`src/rtl/maze_pkg.sv`:
```
// Shared types and defaults for the maze runner serial command path.
package maze_pkg;

  typedef enum logic [1:0] {IDLE, START, DATA, STOP} rx_state_t;
  typedef enum logic {WAIT_HI, WAIT_LO} asm_state_t;

  localparam int BAUD_CNT_DEF = 2604;
  localparam int TMO_BITS_DEF = 20;

  function automatic int cnt_width(input int max_val);
    return $clog2(max_val + 1);
  endfunction

endpackage

```
`src/rtl/uart_rx_byte.sv`:
```
// 8N1 byte deserialiser: RX synchroniser, bit FSM, baud down-counter and shift register.
//   state | meaning
//   IDLE  | waiting for a falling edge on rx_s (only once rx_s has been seen high)
//   START | half-bit wait, then confirm start bit still low
//   DATA  | sampling 8 data bits, LSB first
//   STOP  | sampling stop bit; high -> byte_vld, low -> frm_err
module uart_rx_byte
  import maze_pkg::*;
#(
  parameter int BAUD_CNT = BAUD_CNT_DEF
) (
  input  logic       clk,
  input  logic       rst_n,
  input  logic       RX,
  output logic [7:0] rx_data,
  output logic       byte_vld,
  output logic       frm_err
);

  localparam int            CW   = cnt_width(BAUD_CNT);
  localparam logic [CW-1:0] FULL = CW'(BAUD_CNT);
  localparam logic [CW-1:0] HALF = CW'(BAUD_CNT / 2);

  rx_state_t     state_q, state_d;
  logic          rx_meta_q, rx_s_q;
  logic [1:0]    warm_q, warm_d;
  logic          arm_q, arm_d;
  logic [CW-1:0] baud_q, baud_d;
  logic [3:0]    bit_q, bit_d;
  logic [7:0]    shift_q, shift_d;
  logic          byte_vld_q, byte_vld_d;
  logic          frm_err_q, frm_err_d;
  logic          tc;

  assign tc = (baud_q == CW'(1));

  always_ff @(posedge clk or negedge rst_n) begin
    if (!rst_n) begin
      rx_meta_q  <= 1'b1;
      rx_s_q     <= 1'b1;
      warm_q     <= '0;
      state_q    <= IDLE;
      arm_q      <= 1'b0;
      baud_q     <= '0;
      bit_q      <= '0;
      shift_q    <= '0;
      byte_vld_q <= 1'b0;
      frm_err_q  <= 1'b0;
    end else begin
      rx_meta_q  <= RX;
      rx_s_q     <= rx_meta_q;
      warm_q     <= warm_d;
      state_q    <= state_d;
      arm_q      <= arm_d;
      baud_q     <= baud_d;
      bit_q      <= bit_d;
      shift_q    <= shift_d;
      byte_vld_q <= byte_vld_d;
      frm_err_q  <= frm_err_d;
    end
  end

  // Arming waits until the preset synchroniser has flushed, so a reset in the
  // middle of a frame cannot fake a start edge from the preset-1 value.
  always_comb begin
    warm_d  = {warm_q[0], 1'b1};
    state_d = state_q;
    arm_d   = arm_q;
    baud_d  = (baud_q != '0) ? baud_q - 1'b1 : baud_q;
    bit_d   = bit_q;
    shift_d = shift_q;
    case (state_q)
      IDLE: begin
        if (!arm_q) begin
          arm_d = rx_s_q & warm_q[1];
        end else if (!rx_s_q) begin
          state_d = START;
          baud_d  = HALF;
          arm_d   = 1'b0;
        end
      end
      START: begin
        if (tc) begin
          if (!rx_s_q) begin
            state_d = DATA;
            baud_d  = FULL;
            bit_d   = '0;
          end else begin
            state_d = IDLE;
          end
        end
      end
      DATA: begin
        if (tc) begin
          shift_d = {rx_s_q, shift_q[7:1]};
          baud_d  = FULL;
          if (bit_q == 4'd7) begin
            state_d = STOP;
            bit_d   = '0;
          end else begin
            bit_d = bit_q + 1'b1;
          end
        end
      end
      STOP: begin
        if (tc) begin
          state_d = IDLE;
          arm_d   = rx_s_q;
        end
      end
      default: state_d = IDLE;
    endcase
  end

  always_comb begin
    byte_vld_d = 1'b0;
    frm_err_d  = 1'b0;
    if (state_q == STOP && tc) begin
      byte_vld_d = rx_s_q;
      frm_err_d  = ~rx_s_q;
    end
  end

  assign rx_data  = shift_q;
  assign byte_vld = byte_vld_q;
  assign frm_err  = frm_err_q;

endmodule

```
`src/rtl/uart_cmd_rcv.sv`:
```
// Serial command receiver: pairs received bytes into 16-bit commands with a cmd_rdy handshake.
//   state   | meaning
//   WAIT_HI | expecting the high byte of a command
//   WAIT_LO | high byte held, expecting the low byte before the timeout
module uart_cmd_rcv
  import maze_pkg::*;
#(
  parameter int BAUD_CNT = BAUD_CNT_DEF,
  parameter int TMO_BITS = TMO_BITS_DEF
) (
  input  logic        clk,
  input  logic        rst_n,
  input  logic        RX,
  input  logic        clr_cmd_rdy,
  output logic [15:0] cmd,
  output logic        cmd_rdy,
  output logic        frm_err
);

  localparam int            TMO_MAX = TMO_BITS * BAUD_CNT;
  localparam int            TW      = cnt_width(TMO_MAX);
  localparam logic [TW-1:0] TMO_LIM = TW'(TMO_MAX);

  logic [7:0]  rx_data;
  logic        byte_vld;
  asm_state_t  asm_q, asm_d;
  logic [7:0]  hi_q, hi_d;
  logic [TW-1:0] tmo_q, tmo_d;
  logic [15:0] cmd_q, cmd_d;
  logic        cmd_rdy_q, cmd_rdy_d;
  logic        done;

  uart_rx_byte #(.BAUD_CNT(BAUD_CNT)) u_rx (
    .clk      (clk),
    .rst_n    (rst_n),
    .RX       (RX),
    .rx_data  (rx_data),
    .byte_vld (byte_vld),
    .frm_err  (frm_err)
  );

  always_ff @(posedge clk or negedge rst_n) begin
    if (!rst_n) begin
      asm_q     <= WAIT_HI;
      hi_q      <= '0;
      tmo_q     <= '0;
      cmd_q     <= '0;
      cmd_rdy_q <= 1'b0;
    end else begin
      asm_q     <= asm_d;
      hi_q      <= hi_d;
      tmo_q     <= tmo_d;
      cmd_q     <= cmd_d;
      cmd_rdy_q <= cmd_rdy_d;
    end
  end

  always_comb begin
    asm_d = asm_q;
    hi_d  = hi_q;
    tmo_d = tmo_q;
    case (asm_q)
      WAIT_HI: begin
        if (byte_vld) begin
          asm_d = WAIT_LO;
          hi_d  = rx_data;
          tmo_d = '0;
        end
      end
      WAIT_LO: begin
        if (tmo_q != TMO_LIM) tmo_d = tmo_q + 1'b1;
        if (byte_vld) begin
          asm_d = WAIT_HI;
        end else if (frm_err || tmo_q == TMO_LIM) begin
          asm_d = WAIT_HI;
          hi_d  = '0;
        end
      end
      default: asm_d = WAIT_HI;
    endcase
  end

  // Completion outranks the consumer's clear so a fresh command is never lost.
  always_comb begin
    done      = (asm_q == WAIT_LO) && byte_vld;
    cmd_d     = done ? {hi_q, rx_data} : cmd_q;
    cmd_rdy_d = done | (cmd_rdy_q & ~clr_cmd_rdy);
  end

  assign cmd     = cmd_q;
  assign cmd_rdy = cmd_rdy_q;

endmodule

```
`config.mk`:
```
export PLATFORM = sky130hd
export DESIGN_NAME = uart_cmd_rcv
export DESIGN_NICKNAME = d
export VERILOG_FILES = /design/src/rtl/maze_pkg.sv /design/src/rtl/uart_rx_byte.sv /design/src/rtl/uart_cmd_rcv.sv
export SDC_FILE = /design/constraint.sdc
export NUM_CORES = 1
export LEC_CHECK = 0
export ABC_AREA = 1
export ABC_CLOCK_PERIOD_IN_PS = 3900
export BUFFER_PORTS_ARGS = -buffer_cell sky130_fd_sc_hd__buf_4
export CORE_UTILIZATION = 45
export CTS_BUF_LIST = sky130_fd_sc_hd__clkbuf_8
export DETAILED_ROUTE_END_ITERATION = 12
export GPL_ROUTABILITY_DRIVEN = 0
export PLACE_DENSITY_LB_ADDON = 0.2
export SETUP_SLACK_MARGIN = 0.1
export SLEW_MARGIN = 20
export SYNTH_ARGS = -nofsm -noshare
export SYNTH_HDL_FRONTEND = slang
export SYNTH_SLANG_ARGS = --single-unit
```
`constraint.sdc`:
```
create_clock -name clk -period 3.9 [get_ports clk]
set_input_delay 1.17 -clock clk [delete_from_list [all_inputs] [get_ports clk]]
set_output_delay 1.17 -clock clk [all_outputs]
set_load 0.005 [all_outputs]
```
==> out/qor.yml, run 1 <==
outcome:
  status: "completed"
power_and_ir_drop:
  peakVddDrop_uv: 319
  leakage_nw: 2.05
  power_density_nw_per_um2: 487
critical_path:
  reg2reg_depth: 2
  regToRegSetupSlack_ps: 1980
  path_max_fanout: 3
  worstReg2RegEnd: "cmd[10]"
  cp.required_ps: 2730
  cp-end-kind: "output port"
  slowest_delay_ps: 430
  crit_buf_inv: 1
  r2r_start: "asm_q"
  crit_chain: "buf_4"
  worstSetupPathType: "flop to output port"
  crit_slowest_cell: "dfrtp_1"
  startpoint_type: "flop"
  cp_top_family: "flip-flops"
  cp.arrival_ps: 920
hold_path:
  min_path_cells: 0
  hold_path_class: "flop to flop"
  worstHoldStart: "u_rx.rx_meta_q"
  min_to: "u_rx.rx_s_q"
synth:
  synth_top_area_cell: "dfrtp_1"
  yosysTopAreaCellShare_pct: 50.1
  syn_avg_cell_area_um2: 8.64
  yosysWarnings: 0
  netlist_top_cells_area: "dfrtp_1 (50%), nand2_1 (9.3%), nand3_1 (5.6%)"
  synthesis.area_um2: 3650
  mappedNetlistNets: 433
  ys_ff_latch: 75
  seq_area_frac_synth_pct: 51.5
  netlist_instances: 422
  ys_types: 36
grt:
  grt_pass1_vias: 2797
  grt_overflow: 0
  antenna_found_initial: 0
  grt_max_degree: 76
  grt_usage_pct: 18.6
  grt_pass1_wl_um: 12500
sta:
  tns_ps: 0
  worst_slew_pin_slew_ps: 929
  period_needed_ps: 2090
  fin_crit_sh_pct: 53.6
  rsz0062_at_grt: "false"
  hold_violations: 0
  finalSetupViolCount: 0
  drv_slew: 0
  clock.fmax_mhz: 478
  worst_slack_ps: 1810
  slew_headroom_pct: 38.1
  finClkSkew_ps: 9.86
clock_network:
  clk_pin_slew_worst_paths_ps: 80
  hold_buffers: 0
  clk_latency_ps: 350
  cts_resized: 0
  cts_root_buf: "clkbuf_8"
  tritoncts: "done"
  clockBufferDepth: 2
  cts_setup_buffers: 0
  cts.sinks: 75
  htree_levels: 3
  numCtsBuffers: 9
floorplanning:
  core.rowCount: 32
  die_area_um2: 8470
  ios: 22
  initial_core_util_pct: 46.9
  die_h_um: 92.0
  die_w_um: 92.0
  core_area_um2: 7770
route:
  vias: 2798
  wirelength_um: 6830
  wl_per_cell_um: 12.4
  drc: 0
  ant_nets: 0
  viasPerCell: 5.07
  drt_iter0_markers: 193
  firstDrtPassIters: 4
placed_design:
  dp_hpwl_um: 4880
  place_ws_ps: 1900
  place.port_buffers: 21
layout:
  layout_commonest_cell: "nand2_1"
  fillers: 727
  drive_gt1_share_pct: 13.8
  n_antenna_cell: 0
  syn2layout_area_growth_pct: 12.6
  layout_common_cells: "nand2_1 (90), dfrtp_1 (73), inv_1 (47), nor2_1 (43), nand3_1 (41)"
  layout.nets: 456
run:
  cap_violations: 0
power by group:
group	leakage [nW]	total [mW]	internal, mW	switching [mW]
Combinational	0.934	0.395	0.141	0.254
Clock	0.106	0.659	0.364	0.295
Sequential	1.01	0.944	0.857	0.0866
per-layer routing:
| layer | track usage, % | share of wire (%) | up-vias |
|---|---|---|---|
| li1 | - | - | 1420 |
| met1 | 23.4 | 48 | 1328 |
| met2 | 30.6 | 48 | 42 |
| met3 | 5.31 | 3.4 | 8 |
| met4 | 6.12 | 1.3 | 0 |
| met5 | 0 | 0 | - |
logic make-up (layout without fill, tap and decap cells):
| logic type | count (synthesis) | after routing | synth area share [%] |
|---|---|---|---|
| and+or+nand+nor | 205 | 205 | 25.8 |
| DFF | 75 | 75 | 51.5 |
| AOI/OAI and AO/OA | 58 | 58 | 8.61 |
| buffers and inverters | 57 | 85 | 6.38 |
| xor gates and xnor gates | 10 | 10 | 2.40 |
| muxes | 9 | 9 | 2.78 |
| adders and majority gates | 7 | 7 | 2.40 |
| other | 1 | 1 | 0.103 |
worst register-to-register path: stages (launching register included):
cell and delay (ps):
dfrtp_1 580, ha_1 810, mux2_2 420
synthesized netlist by cell type:
library cell / count
a21oi_1: 16
a21oi_2: 1
a31oi_1: 1
and2_1: 3
buf_2: 2
buf_6: 2
clkbuf_1: 5
clkinv_2: 1
conb_1: 1
dfrtp_1: 73
dfstp_2: 2
ha_1: 7
inv_1: 47
mux2_2: 9
nand2_1: 90
nand2_2: 4
nand2_4: 2
nand3_1: 41
nand3_4: 1
nand3b_1: 1
nand4_1: 7
nor2_1: 43
nor2_2: 2
nor2_4: 1
nor2_8: 1
nor3_1: 8
nor3_4: 1
o211ai_1: 1
o21a_1: 1
o21ai_0: 28
o21ai_1: 2
o21bai_1: 2
o22ai_1: 5
o31ai_1: 1
xnor2_1: 2
xor2_1: 8
final cells by class:
class / instances / area, um2 / area share, %
Sequential cell: 75 / 1880 / 45.8
Clock buffer: 9 / 124 / 3.02
Timing Repair Buffer: 21 / 158 / 3.84
Tap cell: 102 / 128 / 3.11
Inverter: 48 / 181 / 4.42
Clock inverter: 7 / 101 / 2.47
Multi-Input combinational cell: 290 / 1530 / 37.4
registers in the layout (all words and copies together), names as in the netlist, 2 cells and up, named ones only:
| name | count |
|---|---|
| u_rx.warm_q | 2 |
| u_rx.baud_q | 12 |
| u_rx.bit_q | 4 |
| tmo_q | 16 |
| cmd | 16 |
| hi_q | 8 |
| u_rx.rx_data | 8 |
per-stage QoR:
step	util, %	std cells	instance area (um2)	power, mW	hold slack, ps
2_1_floorplan	-	422	3650	1.26	331
3_3_place_gp	50.0	536	3880	1.34	333
3_5_place_dp	50.0	536	3880	1.36	346
4_1_cts	52.9	552	4110	2.03	361
5_1_grt	52.9	552	4110	2.13	366
6_report	52.9	552	4110	2.00	359
how the worst max path moves through the flow:
stage	start	cells after the start	to	slack (ps)
after floorplan	u_rx.frm_err	0	frm_err	2360
after global placement	rst_n	1	u_rx.bit_q[3]	1900
after detailed placement	rst_n	1	u_rx.warm_q[1]	1900
after CTS	u_rx.frm_err	1	frm_err	1790
after global routing	u_rx.frm_err	1	frm_err	1760
final	u_rx.frm_err	1	frm_err	1810
No activity file was read; power rests on OpenSTA's default activity.
==> inputs of run 2 (changes only) <==
--- a/config.mk
+++ b/config.mk
@@ -6,7 +6,7 @@
 export NUM_CORES = 1
 export LEC_CHECK = 0
 export ABC_AREA = 1
-export ABC_CLOCK_PERIOD_IN_PS = 3900
+export ABC_CLOCK_PERIOD_IN_PS = 1950
 export BUFFER_PORTS_ARGS = -buffer_cell sky130_fd_sc_hd__buf_4
 export CORE_UTILIZATION = 45
 export CTS_BUF_LIST = sky130_fd_sc_hd__clkbuf_8
==> constraint.sdc (replaced) <==
create_clock -name clk -period 1.95 [get_ports clk]
set_input_delay 0.585 -clock clk [delete_from_list [all_inputs] [get_ports clk]]
set_output_delay 0.585 -clock clk [all_outputs]
set_load 0.005 [all_outputs]
==> out/qor.yml, run 2 (synthesis gave the netlist of run 1 again) <==
clock_network:
  clk_latency_ps: 350  # about the same
  cts.sinks: 75  # unchanged
  htree_levels: 3  # unchanged
  cts_root_buf: "clkbuf_8"  # unchanged
  cts_setup_buffers: 0  # unchanged
  clockBufferDepth: 2  # unchanged
  clk_pin_slew_worst_paths_ps: 80  # about the same
  numCtsBuffers: 9  # unchanged
  tritoncts: "done"  # unchanged
grt:
  antenna_found_initial: 0  # unchanged
  grt_pass1_wl_um: 12400  # was 12500 um
  grt_pass1_vias: 2715  # was 2797
  grt_usage_pct: 18.4  # was 18.6%
  grt_max_degree: 61  # was 76
  grt_overflow: 0  # unchanged
power_and_ir_drop:
  leakage_nw: 2.07  # was 2.05 nW
  peakVddDrop_uv: 604  # was 319 uV
  power_density_nw_per_um2: 947  # was 487 nW/um2
floorplanning:
  core.rowCount: 32  # unchanged
  core_area_um2: 7770  # unchanged
  die_area_um2: 8470  # unchanged
  die_w_um: 92.0  # unchanged
  ios: 22  # unchanged
  initial_core_util_pct: 46.9  # unchanged
  die_h_um: 92.0  # unchanged
sta:
  fin_crit_sh_pct: 87.5
  hold_violations: 0  # unchanged
  worst_slack_ps: 243  # was 1810 ps
  rsz0062_at_grt: "true"  # was false
  slew_headroom_pct: 64.2  # was 38.1%
  worst_slew_pin_slew_ps: 538  # was 929 ps
  finClkSkew_ps: 12.6  # was 9.86 ps
  drv_slew: 0  # unchanged
  clock.fmax_mhz: 586
  tns_ps: 0  # unchanged
  finalSetupViolCount: 0  # unchanged
  period_needed_ps: 1710
route:
  drt_iter0_markers: 172  # was 193
  vias: 2804  # was 2798
  ant_nets: 0  # unchanged
  wirelength_um: 7040  # was 6830 um
  firstDrtPassIters: 4  # unchanged
  wl_per_cell_um: 12.6  # was 12.4 um
  viasPerCell: 5.03  # was 5.07
  drc: 0  # unchanged
critical_path:
  crit_buf_inv: 1  # unchanged
  regToRegSetupSlack_ps: 240  # was 1980 ps
  cp_top_family: "flip-flops"  # unchanged
  slowest_delay_ps: 590  # was 430 ps
  cp.required_ps: 2220  # was 2730 ps
  crit_chain: "ha_1 -> buf_4 -> nor2_1 -> a21oi_1"  # was buf_4
  worstReg2RegEnd: "cmd[5]"  # was cmd[10]
  startpoint_type: "flop"  # unchanged
  worstSetupPathType: "flop to flop"  # was flop to output port
  reg2reg_depth: 4  # was 2
  cp.arrival_ps: 1980  # was 920 ps
  r2r_start: "asm_q"  # unchanged
  path_max_fanout: 13  # was 3
  cp-end-kind: "flop"  # was output port
  crit_slowest_cell: "dfrtp_1"  # unchanged
placed_design:
  dp_hpwl_um: 5140  # was 4880 um
  place.port_buffers: 21  # unchanged
  placed_area_um2: 3930  # was 3880 um2
  place_ws_ps: 213  # was 1900 ps
layout:
  syn2layout_area_growth_pct: 13.8  # was 12.6%
  drive_gt1_share_pct: 15.4  # was 13.8%
  layout_commonest_cell: "nand2_1"  # unchanged
  fin_area_um2: 4150  # was 4110 um2
  layout_common_cells: "nand2_1 (89), dfrtp_1 (73), inv_1 (46), nor2_1 (43), nand3_1 (41)"  # was nand2_1 (90), dfrtp_1 (73), inv_1 (47), nor2_1 (43), nand3_1 (41)
  n_antenna_cell: 0  # unchanged
  layout.nets: 461  # was 456
  fillers: 730  # was 727
  final_core_util_pct: 53.4  # was 52.9%
run:
  cap_violations: 0  # unchanged
outcome:
  status: "completed"  # unchanged
hold_path:
  hold_path_class: "primary input to asynchronous set/reset pin"  # was flop to flop
==> run 2: final cells by class <==
type	count	area, um2	area share, %
clock buffers	10	138	3.32
clock inverters	6	71.3	1.72
inverters	48	181	4.37
multi-input cells	290	1550	37.2
flip-flops and latches	75	1880	45.3
well taps	102	128	3.08
repair buffers	26	208	5.00
==> run 2: timing repair <==
item / in CTS / in global routing
hold buffers: 0 / 0
endpoints found under the setup margin: 0 / 15
resized for setup: 0 / 4
==> run 2: worst max-delay path by stage <==
stage | from | endpoint | slack, ps | cells past startpoint
2_1_floorplan | tmo_q[0] | hi_q[0] | 520 | 9
3_3_place_gp | asm_q | cmd[6] | 290 | 4
3_5_place_dp | tmo_q[0] | tmo_q[13] | 210 | 9
4_1_cts | tmo_q[0] | tmo_q[7] | 200 | 9
5_1_grt | asm_q | cmd[2] | 80 | 4
6_report | asm_q | cmd[5] | 240 | 4
==> run 2: report_power, final <==
group / total [mW] / switching [mW] / internal [mW]
sequential: 1.89 / 0.172 / 1.71
combinational: 0.813 / 0.527 / 0.286
clock: 1.23 / 0.594 / 0.637
total: 3.93 / 1.29 / 2.64
==> run 2: metal layers <==
layer | track usage, % | share of wire (%) | vias to the layer above
met3 | 4.31 | 2.7 | 4
li1 | - | - | 1427
met4 | 6.90 | 0.50 | 0
met5 | 0 | 0 | -
met1 | 24.4 | 49 | 1330
met2 | 29.3 | 48 | 43
==> run 2: through the flow <==
stage	cells	power [mW]	hold slack [ps]
6_report	557	3.93	101
5_1_grt	557	4.20	86.8
4_1_cts	557	3.97	81.1
3_5_place_dp	541	2.72	348
3_3_place_gp	541	2.70	333
2_1_floorplan	422	2.52	289
